$ cat src/rtl/rr_mux_arbiter_pkg.sv
// Shared types and helpers for the round-robin mux arbiter.
// The package name is kept short because it is also used by the picker.
package rr_mux_pkg;
    typedef enum logic {IDLE, GRANT} state_t;

    localparam int NREQ  = 4;
    localparam int SEL_W = 2;

    // Valid only for one-hot or zero input; zero maps to index 0.
    function automatic logic [SEL_W-1:0] onehot2idx(input logic [NREQ-1:0] oh);
        logic [SEL_W-1:0] idx;
        idx = '0;
        for (int i = 0; i < NREQ; i++)
            if (oh[i]) idx = idx | SEL_W'(i);
        return idx;
    endfunction
endpackage

$ cat src/rtl/mux_4x1.sv
// 4-bit 4:1 multiplexer datapath shared by the arbiter's requesters.
module mux_4x1 (
    input  logic [3:0] a,
    input  logic [3:0] b,
    input  logic [3:0] c,
    input  logic [3:0] d,
    input  logic [1:0] sel,
    output logic [3:0] y
);
    always_comb begin
        case (sel)
            2'd0:    y = a;
            2'd1:    y = b;
            2'd2:    y = c;
            default: y = d;
        endcase
    end
endmodule

$ cat src/rtl/rr_mux_arbiter_pick4.sv
// Combinational round-robin picker: first set request after last_i, wrapping.
module rr_pick4
    import rr_mux_pkg::*;
(
    input  logic [NREQ-1:0]  req_i,
    input  logic [SEL_W-1:0] last_i,
    output logic [SEL_W-1:0] pick_o,
    output logic             any_o
);
    logic [SEL_W-1:0] idx;

    always_comb begin
        pick_o = '0;
        any_o  = 1'b0;
        idx    = '0;
        // Offset NREQ wraps back onto last_i itself, so it is scanned last.
        for (int i = 1; i <= NREQ; i++) begin
            idx = last_i + SEL_W'(i);
            if (!any_o && req_i[idx]) begin
                pick_o = idx;
                any_o  = 1'b1;
            end
        end
    end
endmodule

$ cat src/rtl/rr_mux_arbiter.sv
// Round-robin arbiter sharing one mux_4x1 among four sources, with lockable
// bursts of up to MAX_HOLD beats and a registered valid/ready output.
module rr_mux_arbiter
    import rr_mux_pkg::*;
#(
    parameter int MAX_HOLD = 4
) (
    input  logic             clk,
    input  logic             rst_n,
    input  logic [NREQ-1:0]  req,
    input  logic [NREQ-1:0]  lock,
    input  logic [3:0]       data_a,
    input  logic [3:0]       data_b,
    input  logic [3:0]       data_c,
    input  logic [3:0]       data_d,
    output logic [NREQ-1:0]  gnt,
    output logic [SEL_W-1:0] sel,
    output logic [3:0]       y,
    output logic             y_valid,
    input  logic             y_ready
);
    localparam int CNT_W = 4;

    state_t           state_q;
    logic [NREQ-1:0]  gnt_q;
    logic [SEL_W-1:0] sel_q;
    logic [SEL_W-1:0] last_q;
    logic [CNT_W-1:0] hold_q;
    logic [3:0]       y_q;
    logic             yv_q;

    logic [SEL_W-1:0] pick;
    logic             any;
    logic [SEL_W-1:0] g;
    logic [3:0]       mux_y;
    logic             slot_free;

    rr_pick4 u_pick (
        .req_i  (req),
        .last_i (last_q),
        .pick_o (pick),
        .any_o  (any)
    );

    mux_4x1 u_mux (
        .a   (data_a),
        .b   (data_b),
        .c   (data_c),
        .d   (data_d),
        .sel (sel_q),
        .y   (mux_y)
    );

    assign g         = onehot2idx(gnt_q);
    assign slot_free = !yv_q || y_ready;

    always_ff @(posedge clk or negedge rst_n) begin
        if (!rst_n) begin
            state_q <= IDLE;
            gnt_q   <= '0;
            sel_q   <= '0;
            last_q  <= SEL_W'(NREQ - 1);
            hold_q  <= '0;
            y_q     <= '0;
            yv_q    <= 1'b0;
        end else begin
            // A take clears valid; a beat on the same edge overrides below.
            if (yv_q && y_ready) yv_q <= 1'b0;

            case (state_q)
                IDLE: begin
                    if (any) begin
                        gnt_q   <= NREQ'(1) << pick;
                        sel_q   <= pick;
                        state_q <= GRANT;
                    end
                end
                GRANT: begin
                    if (!req[g]) begin
                        gnt_q   <= '0;
                        last_q  <= g;
                        hold_q  <= '0;
                        state_q <= IDLE;
                    end else if (slot_free) begin
                        y_q  <= mux_y;
                        yv_q <= 1'b1;
                        if (!lock[g] || hold_q == CNT_W'(MAX_HOLD - 1)) begin
                            gnt_q   <= '0;
                            last_q  <= g;
                            hold_q  <= '0;
                            state_q <= IDLE;
                        end else begin
                            hold_q <= hold_q + 1'b1;
                        end
                    end
                end
                default: state_q <= IDLE;
            endcase
        end
    end

    assign gnt     = gnt_q;
    assign sel     = sel_q;
    assign y       = y_q;
    assign y_valid = yv_q;
endmodule

$ cat config.mk
export PLATFORM = sky130hd
export DESIGN_NAME = rr_mux_arbiter
export DESIGN_NICKNAME = d
export VERILOG_FILES = /design/src/rtl/rr_mux_arbiter_pkg.sv /design/src/rtl/mux_4x1.sv /design/src/rtl/rr_mux_arbiter_pick4.sv /design/src/rtl/rr_mux_arbiter.sv
export SDC_FILE = /design/constraint.sdc
export NUM_CORES = 1
export LEC_CHECK = 0
export BUFFER_PORTS_ARGS = -buffer_cell sky130_fd_sc_hd__buf_4
export CORE_MARGIN = 2
export CORE_UTILIZATION = 30
export CTS_CLUSTER_DIAMETER = 120
export CTS_CLUSTER_SIZE = 40
export DETAILED_ROUTE_END_ITERATION = 12
export GPL_ROUTABILITY_DRIVEN = 0
export GPL_TIMING_DRIVEN = 1
export PLACE_DENSITY = 0.54
export SYNTH_ARGS = -nofsm -noshare
export SYNTH_HDL_FRONTEND = slang
export SYNTH_SLANG_ARGS = --single-unit
$ cat constraint.sdc
create_clock -name clk -period 2.4 [get_ports clk]
set_clock_uncertainty 0.1 [all_clocks]
set_input_delay 0.24 -clock clk [delete_from_list [all_inputs] [get_ports clk]]
set_output_delay 0.24 -clock clk [all_outputs]
set_load 0.05 [all_outputs]
==> results of run 1 <==
==> sequential cells by signal, summed over array words and instances (netlist names) <==
register	cells
last_q	2
state_q	1
y_valid	1
sel	2
y	4
gnt	4
hold_q	4
==> metal layers <==
| layer | track usage, % | part of all wire, % | wire length (um) |
|---|---|---|---|
| met1 | 17.52 | 43 | 1095 |
| met2 | 21.52 | 54 | 1369 |
| met3 | 3.125 | 2.2 | 55 |
| met5 | 0 | 0 | 0 |
| met4 | 5.851 | 0.55 | 14 |
==> area by class of cell <==
type	count	area, um^2
Clock buffer	4	55.05
Fill cell	355	2102
Inverter	4	15.01
Multi-Input combinational cell	76	633.1
Sequential cell	18	452.9
Tap cell	48	60.06
Timing Repair Buffer	38	287.8
==> worst max-delay path: cells and delay by family (launching register included) <==
kind           cells  cell delay [ns]
flip-flops         1             0.48
AO/OA/AOI/OAI      3             0.62
multiplexers       2             0.59
==> synthesized netlist by cell type (all sizes together) <==
master / count
a221o: 1
nand4b: 1
o221ai: 1
and3b: 1
a221oi: 1
nor2: 6
a22oi: 1
a32o: 1
nand2b: 2
o21ai: 7
mux2: 6
nand2: 19
inv: 4
a21boi: 1
mux4: 4
a31oi: 1
nor3b: 1
dfstp: 2
nand3: 2
a21oi: 3
and3: 1
and4bb: 1
ha: 1
dfrtp: 16
mux2i: 2
o211ai: 1
o32ai: 4
a21o: 2
buf: 1
nand4: 1
a311oi: 1
clkbuf: 1
nor2b: 3
==> what timing repair did <==
item	4_1_cts	5_1_grt
endpoints found under the hold margin	18	0
resized for setup	0	0
hold buffers	1	0
==> power by group through the flow <==
stage / Combinational [mW] / Sequential [mW] / Clock (mW)
3_5_place_dp: 1.35 / 0.619 / 0
2_1_floorplan: 0.735 / 0.887 / 0
4_1_cts: 1.35 / 0.613 / 0.254
5_1_grt: 1.45 / 0.642 / 0.267
3_3_place_gp: 1.34 / 0.613 / 0
6_report: 1.34 / 0.607 / 0.245
==> kinds of logic (layout without fill, tap and decap cells) <==
family | after synthesis | in the layout | share of synthesized area [%]
fa+ha+maj | 1 | 1 | 1.128
compound gates | 25 | 25 | 20.54
flops | 18 | 18 | 40.86
simple gates | 38 | 38 | 17.72
buf+inv | 6 | 46 | 2.031
mux | 12 | 12 | 17.72
==> final timing paths <==
check	start	end	slack [ns]
worst max-delay path	gnt[1]	last_q[1]	0.53
worst min-delay path	y_ready	y_valid	0.24
worst max register to register	gnt[1]	last_q[1]	0.53
worst min register to register	hold_q[0]	hold_q[0]	0.41
max in group asynchronous	rst_n	last_q[0]	1.66
min in group asynchronous	rst_n	hold_q[3]	0.28
==> results summary, run 1 <==
The count of nets after finishing is ~170. CTS built an H-tree with a depth of 1. Timing would allow up to around 540 MHz. Global routing finished with a remaining overflow of 0.

The peak supply drop is approximately 0.6 mV. The initial utilization of the core area, before any placement, comes to ~31%. In the layout the commonest cells are sky130_fd_sc_hd__buf_4, sky130_fd_sc_hd__nand2_1, sky130_fd_sc_hd__dfrtp_1. The total cell area at the placement stage came out at around 1400 um^2.

The remaining antenna violation count after routing is 0. The final antenna diode count is 0. In the routed design, unresolved DRC markers number 0.

Pin placement for this block handled 38 I/O pins. In this run the post-CTS setup repair buffer count came out at 0. The clock reaches the later pin of the worst-skew pair after 0.25 ns. Cells fill between 40% and 50% of the core in the end. STA classifies the critical path endpoint as a flop.

The wire length after detailed routing is between 2000 and 3000 um. The synthesized net count is 128. TritonCTS built the clock tree. After clock tree synthesis, the clock-pin slew on the worst setup and hold paths is about 0.07 ns. For the pin with the worst max-slew slack, the measured transition is 0.4511 ns. The floorplan step defined a die boundary enclosing about 4200 um^2. The worst hold slack after final layout is approximately 0.24 ns. The average cell area after synthesis is approximately 11 um^2. The placement-stage worst setup slack is 0.5324 ns.

The horizontal die dimension is between 60 and 70 um. In the final routed layout, each cell accounts on average for ~13 um. The final number of setup-violating endpoints came out at 0.

Leaving out fill and tap cells, the most frequent cell in the layout is sky130_fd_sc_hd__buf_4. The maximum count of clock buffers along a single path came out at 2. The switching power summed over all nets came out at around 1.0 mW. The number of placed cells counting well taps came out at 183. The number of clock buffers added by TritonCTS is 3.

The part of the cycle the worst path needs is approximately 80%. The flow ran to the end, and the final reports show no timing, DRC or antenna violations. Summing internal, switching and leakage power gives 2.189 mW. The total iterations of the first detailed-routing run is 4.

The fraction of synthesized cell area taken by the top area cell type is 36.12%. Setup repair after global routing left no endpoint under its margin. The worst setup path is launched from a flop.

The share of total power dissipated in combinational logic is slightly above 60%. The core region is approximately 3600 um^2. The first routing iteration left 48 violations. On the critical path, the stage with the largest delay is an instance of sky130_fd_sc_hd__dfrtp_1.

In this run the worst path has a maximum fanout of 8. Summed over all nets, the half-perimeter wirelength after detailed placement is ~2000 um. The worst hold path belongs to the class primary input to flop.

The tree is rooted in a sky130_fd_sc_hd__clkbuf_8. In this run switching power makes up 47.76% of total power. The floorplan step set the die height to about 65 um. After technology mapping, the gate count stands at 100. Cell internal power was estimated by the tool at between 1 and 1.5 mW. The worst hold path was traced through 3 stages. The final-report hold violation count came out at 0.

The clock share of power is approximately 11%. Walking the worst path, the cells encountered are mux2_1 > a22oi_2 > a21oi_4 > o21ai_4 > mux2i_1. The power density relative to cell area is 1455 nW/um^2.

The post-synthesis sequential area ratio is between 40% and 50%. The final standard cell area without fillers came out at 1504 um^2. The count of cells in the finished layout, fillers not included, comes to 188. The tool flagged a number of max-cap violations equal to 0. The row count is 22. The share of post-route cells with drive strength above 1 came out at between 40% and 50%. Relative to the synthesized area, the layout overhead comes to 35.67%. The arrival time reported for the critical path endpoint came out at between 1.5 and 2 ns. The number of unique standard cell types used by synthesis is 40. The final number of max-transition violations came out at 0. The number of antenna violations at the first check in global routing is 0. The aggregate global-route resource usage came out at between 10% and 20%. The count of cells along the worst register-to-register path came out at 5.

The smallest setup slack after layout came out at 0.5316 ns. The required time of the critical path is approximately 2.5 ns. The most area-hungry cell type in the Yosys netlist is sky130_fd_sc_hd__dfrtp_1. Entering global routing, the biggest net connects 19 pins. In this design, the stage delay of the slowest critical-path cell is 0.48 ns.

By startpoint and endpoint, the worst setup path is classified as flop to flop. Sequential cells account for 27.7% of the total power. Counting flops and latches in the post-synthesis netlist gives 18.

The setup total negative slack is 0 ns. The cell area after synthesis came out at 1109 um^2. The number of input and output port buffers inserted is 37. In the routed layout, each cell is associated on average with a via count of 4.963. The number of global-route vias before repair was around 910. By area the synthesized netlist is led by sky130_fd_sc_hd__dfrtp_1, sky130_fd_sc_hd__mux4_2, sky130_fd_sc_hd__mux2_4. Measured against its own limit, the worst slew margin works out to ~70%. The total of warnings raised by yosys is 0. The wire length of the first global-routing pass is around 4300 um. The post-route minimum period is about 1.9 ns. The count of vias placed by the detailed router is approximately 930. The standby leakage power is about 0.7 nW. Counting every sink on the clock net gives 18.
No activity file was read; power rests on OpenSTA's default activity.
==> run 2, diff against run 1 <==
- clock period: 2.4 -> 1.95 ns (I/O delays scaled with it)
==> run 2 against run 1 <==
Wire length increased by 0.20%. Critical path type unchanged. Highest routed layer is now met3. Clock power grew 8.2%. Combinational power grew 25%. Via count is 0.75% lower. Cell count is 0.53% higher. Non-clock buffer count is 1 higher. Sequential power grew 23%. Register-to-register slack got worse by 0.41 ns.
==> results summary, run 2 (synthesis gave the netlist of run 1 again) <==
The flow ran to the end, and the final reports show no timing, DRC or antenna violations. The slowest stage of the critical path is the sky130_fd_sc_hd__dfrtp_2 cell. The final number of setup-violating endpoints is 0.

The worst setup path is of the flop to flop kind. The fmax came out at between 500 and 600 MHz. After clock tree synthesis, the clock-pin slew on the worst setup and hold paths is 0.07 ns. The worst hold slack after final layout is between 0.15 and 0.2 ns. The worst setup path is launched from a flop. The wire length of the first global-routing pass came out at roughly 4100 um.

The floorplan step defined a core boundary enclosing 3606 um^2. Setup repair after global routing left no endpoint under its margin. The peak supply drop came out at approximately 0.53 mV. The end of the worst hold path is y_valid. The count of unresolved DRC violations after routing came out at 0.

The die area came out at between 4000 and 5000 um^2. The latest clock arrival within the worst-skew pair came out at ~0.25 ns. The highest cell delay on the worst timing path came out at ~0.46 ns. The initialized floorplan defines 22 standard-cell rows. The setup total negative slack is 0 ns. The share of post-route cells with drive strength above 1 is about 45%. The critical path contains buffers and inverters numbering 0 combined. The final number of max-transition violations came out at 0. Before antenna repair, the detailed router went through 4 iterations. The power density relative to cell area came out at ~1800 nW/um^2. The post-route minimum period came out at ~1.8 ns. The actual transition at the worst max-transition pin came out at ~0.41 ns. The number of CTS-inserted buffers came out at 3.

The starting DRC count in detailed routing came out at 23. The worst register-to-register path has a depth of 4. The arrival time reported for the critical path endpoint is ~1.9 ns. The kind of cell with the highest combined delay along the critical path is multiplexers. The detailed-placement wirelength estimate is roughly 2100 um. The final layout contains routed wiring with a total length of about 2500 um. In this run the critical register-to-register path is launched from gnt[1]. In this run the number of H-tree levels came out at 1. The final-report hold violation count is 0. The initial core utilization came out at approximately 30%. The number of post-CTS setup repair buffers came out at 0.

In this run the static leakage power is between 0.6 and 0.7 nW. The horizontal die dimension is 64.79 um. STA classifies the critical path endpoint as a flop. At the worst endpoint, the required time is between 1.5 and 2 ns. The end of the worst register-to-register path is y[1]. In this run the worst path has a maximum fanout of 8. The worst hold path passes through 3 cells. The commonest non-fill, non-tap cell in the layout is sky130_fd_sc_hd__buf_4. Leaving out fill and tap cells, the most frequent cells in the layout are sky130_fd_sc_hd__buf_4, sky130_fd_sc_hd__nand2_1, sky130_fd_sc_hd__dfrtp_1. From bottom edge to top edge, the die measures 64.79 um. The via density per instance is 4.899.

The final route contains a little over 900 vias. In the final routed layout, each cell accounts on average for between 10 and 15 um. Walking the worst path, the cells encountered are mux2_4 > a221oi_4 > nor2_4 > mux2_4.

The number of global-route vias before repair came out at 922. The maximum count of clock buffers along a single path came out at 2. The post-cts resize count is 0.

The startpoint of the lowest-slack hold path is y_ready. The root buffer selected by CTS is sky130_fd_sc_hd__clkbuf_8. Global routing used 12.68% of the available tracks across all layers. Dividing the final minimum period by the clock period gives a little over nine tenths. The remaining antenna violation count after routing is 0. The number of input and output port buffers inserted is 37. The number of sinks handled by clock tree synthesis is 18. The final antenna diode count came out at 0.

The internal reg-to-reg setup slack is around 0.12 ns. In this run the worst hold path is classified as primary input to flop. Among the stages of the critical path, the cell type that occurs most often is sky130_fd_sc_hd__mux2_4. From synthesis to final layout, the design area changed by 35.55%.

The number of antenna violations at the first check in global routing came to 0. The total power came out at roughly 2.7 mW. The remaining max-slew budget at the tightest pin is between 70% and 80%. TritonCTS built the clock tree. The aggregate global routing overflow came out at 0.

The count of nets after finishing is 170. The count of pins on the block boundary came out at 38. The maximum number of pins on one net before global-route repair is 19. The max-cap check violation count came out at 0.
## run 2: cell types whose count changed in the layout (fill, tap and decap cells not counted), sizes merged
cell / delta
buf: +1
## run 2: stage by stage
stage               cell area [um^2]  util [%]  setup WS, ns  std cells
finish                          1503     41.67        0.1222        189
global route                    1503     41.67       0.03539        189
CTS                             1503     41.67        0.1103        189
detailed placement              1448     40.15        0.1270        184
global placement                1448     40.15        0.1624        184
floorplan                       1110         -       0.01873        100
## run 2: routing by layer
metal / vias to the layer above / part of all wire (%) / track usage [%] / routed length, um
met5: - / 0 / 0 / 0
met4: 0 / 0 / 3.457 / 0
met3: 0 / 2.2 / 3.125 / 55
met1: 458 / 43 / 14.80 / 1095
li1: 456 / - / - / -
met2: 12 / 55 / 22.94 / 1389
## run 2: power breakdown
group | internal (mW) | leakage, nW | switching [mW] | total (mW)
registers | 0.555 | 0.223 | 0.193 | 0.748
logic | 0.696 | 0.442 | 0.978 | 1.67
clock network | 0.145 | 0.0228 | 0.120 | 0.265
## run 2: repair_timing
item	CTS	global route
setup endpoints to repair	0	0
hold buffers	1	0
hold endpoints to repair	18	0
## run 2: worst min-delay path, delay by kind of cell
family	cells	cell delay [ns]
and+or+nand+nor	2	0.24
buffers and inverters	1	0.07
## run 2: worst max path at each step
stage          startpoint  depth (start not counted)   endpoint
6_report           gnt[1]                          4       y[1]
5_1_grt            gnt[1]                          5  last_q[0]
4_1_cts            gnt[1]                          4       y[1]
3_5_place_dp       gnt[1]                          4       y[1]
3_3_place_gp       gnt[1]                          4       y[3]
2_1_floorplan      sel[0]                          3       y[0]
## run 2: area by class of cell
| class | count | area (um^2) |
|---|---|---|
| clock buffer | 4 | 45.04 |
| sequential | 18 | 454.2 |
| inverter | 4 | 15.01 |
| tap | 48 | 60.06 |
| timing repair buffer | 39 | 295.3 |
| fill | 345 | 2103 |
| multi-input combinational | 76 | 633.1 |
==> run 3, diff against run 2 <==
- CORE_UTILIZATION: 30 -> 49
- PLACE_DENSITY: 0.54 -> 0.8
==> run 3 against run 2 <==
Critical path depth is the same. Sequential power about the same. Sequential share of layout area rose by 0.70 points. Global-route usage is 7.7 points higher. Setup slack worse by 0.0022 ns. Utilization grew 26 points. Non-clock buffer count unchanged. Die area is 37% lower. Power decreased by 1.5%.
==> results summary, run 3 (synthesis gave the netlist of run 1 again) <==
The flow ran to the end, and the final reports show no timing, DRC or antenna violations. The CTS tree is built. The top fanout value on the critical path came out at 8. The setup total negative slack is 0 ns. The starting DRC count in detailed routing came out at 4. The count of pins on the block boundary is 38. The critical path is of the flop to flop type. The final antenna diode count came out at 0. The kind of cell with the highest combined delay along the critical path is compound AO/OA/AOI/OAI gates. The core box area is 2170 um^2.

The share of total power consumed by net switching is between 40% and 50%. After detailed routing, the met3 layer carries about 60 um of wire. The standby leakage power is approximately 0.69 nW.

The switching power summed over all nets came out at 1.282 mW. Setup repair after global routing left no endpoint under its margin. The internal power consumption is ~1.4 mW. The finished layout holds approximately 170 standard cells, fillers aside. The row count came out at 17. The initial core utilization is between 50 and 60%. The total met2 wirelength after detailed routing came out at roughly 1300 um.

The maximum number of pins on one net before global-route repair came out at 19. The count of vias placed by the detailed router is roughly 920. The count of nets after finishing is 170.

The part of the total power dissipated in combinational logic is a little over three fifths. The share of total power dissipated in sequential elements is between 20 and 30%. The tightest hold path in the finished design has a slack of between 0.1 and 0.15 ns. In this run the worst hold path is classified as primary input to flop. For the finished layout, the period the worst path requires is between 1.5 and 2 ns.

The height of the die came out at 51.57 um. The final number of max-transition violations is 0. STA puts the critical path data required time at 2.04 ns. The critical path contains buffers and inverters numbering 0 combined. The count of unresolved DRC violations after routing is 0. The aggregate global-route resource usage came out at between 20 and 25%. Relative to the synthesized area, the layout overhead comes to 32.51%. For this run the aggregate overflow at the end of global routing stands at 0.

The highest metal layer carrying signal wires in the routed design is met4. The via density per instance came out at about 5.4. The worst-case IR drop observed on VDD is ~1.2 mV. The final-report hold violation count is 0. The floorplan step defined a die boundary enclosing approximately 2700 um^2.

STA classifies the critical path startpoint as a flop. The latest clock arrival within the worst-skew pair is between 0.2 and 0.3 ns. The final number of setup-violating endpoints came out at 0. The layout filler cell count is roughly 180. In the layout the commonest cells are sky130_fd_sc_hd__buf_4, sky130_fd_sc_hd__nand2_1, sky130_fd_sc_hd__dfrtp_1. The highest cell delay on the worst timing path is 0.47 ns. The number of placed cells counting well taps came out at about 160. Across the run, the number of max-cap violations was 0. The clock share of power came out at about 8.5%. The number of sinks handled by clock tree synthesis came out at 18. The slowest cell on the critical path is sky130_fd_sc_hd__dfrtp_2.

The root buffer cell chosen for the clock tree is sky130_fd_sc_hd__clkbuf_4. Static timing analysis puts the maximum clock frequency at roughly 550 MHz. The number of antenna violations at the first check in global routing is 0. The clock input transition at the sequential cells of the worst setup and hold paths is approximately 0.1 ns. The type of destination of the critical path is a flop. The number of global-route vias before repair is roughly 950.

For this block, wires on met1 add up to roughly 1000 um. Traced cell by cell, the critical path runs through mux2_4 > a221oi_4 > o21ai_1 > a32o_1. The post-cts resize count came out at 0.

The wire length after detailed routing is about 2400 um. The longest clock path from root to sink contains 2 buffers. The total iterations of the first detailed-routing run came out at 4.

The horizontal die dimension is between 50 and 60 um. At the pin with the least slew margin, the transition time is 0.4085 ns. In the final routed layout, each cell accounts on average for between 10 and 15 um.

The remaining antenna violation count after routing is 0. The share of post-route cells with drive strength above 1 is roughly 45%. The sequential standard cell area came out at around 450 um^2. The number of CTS-inserted buffers is 3.

For the worst setup path, the data arrival time is ~1.9 ns. The CTS H-tree depth is 1. The remaining max-slew budget at the tightest pin is around 73%. The power density relative to cell area came out at 1801 nW/um^2. The HPWL after detailed placement is around 2000 um. The first global-routing pass estimated 4002 um of wire.

The number of input and output port buffers inserted is 37. Leaving out fill and tap cells, the most frequent cell in the layout is sky130_fd_sc_hd__buf_4. The area occupied by multi-input gates is ~630 um^2.

The part of the cycle the worst path needs is a little over nine tenths.
## run 3: cell counts in the layout (fill, tap and decap cells not counted)
Identical to the previous run, type by type.
## run 3: metal layers
metal  up-vias  GRT usage, %
met4         0         3.947
li1        457             -
met1       447         23.25
met3         2         6.034
met5         -             0
met2         9         37.61
## run 3: what timing repair did
| action | 4_1_cts | 5_1_grt |
|---|---|---|
| hold endpoints to repair | 18 | 0 |
| buffers inserted | 0 | 0 |
| hold buffers | 1 | 0 |
## run 3: final timing paths
kind	from	cells after the start	end	slack [ns]
max	gnt[1]	4	hold_q[1]	0.12
min	y_ready	3	y_valid	0.13
max reg2reg	gnt[1]	4	hold_q[1]	0.12
min reg2reg	hold_q[0]	1	hold_q[0]	0.42
max in group asynchronous	rst_n	2	last_q[1]	1.30
min in group asynchronous	rst_n	2	hold_q[2]	0.19
## run 3: area by class of cell
| class | count | area share [%] |
|---|---|---|
| Timing Repair Buffer | 39 | 20.10 |
| Clock buffer | 4 | 2.470 |
| Sequential cell | 18 | 30.92 |
| Inverter | 4 | 1.022 |
| Multi-Input combinational cell | 76 | 43.10 |
| Tap cell | 28 | 2.385 |
## run 3: worst register-to-register path, cell delays in order (launching register included)
cell                       delay, ns
sky130_fd_sc_hd__dfrtp_2        0.47
sky130_fd_sc_hd__mux2_4         0.34
sky130_fd_sc_hd__a221oi_4       0.39
sky130_fd_sc_hd__o21ai_1        0.21
sky130_fd_sc_hd__a32o_1         0.24
## run 3: metrics by stage
stage / instance area (um^2) / power (mW) / setup WS, ns / utilization, %
after global placement: 1423 / 2.391 / 0.1699 / 65.57
after global routing: 1469 / 2.811 / 0.02344 / 67.70
final: 1469 / 2.646 / 0.1200 / 67.70
after CTS: 1469 / 2.662 / 0.1102 / 67.70
after detailed placement: 1423 / 2.433 / 0.1180 / 65.57
after floorplan: 1110 / 1.999 / 0.01873 / -
## run 3: power groups by stage
stage,registers [mW],logic [mW],clock network [mW]
2_1_floorplan,1.09,0.904,0
3_3_place_gp,0.744,1.65,0
3_5_place_dp,0.756,1.68,0
4_1_cts,0.749,1.68,0.232
5_1_grt,0.774,1.79,0.245
6_report,0.748,1.67,0.225
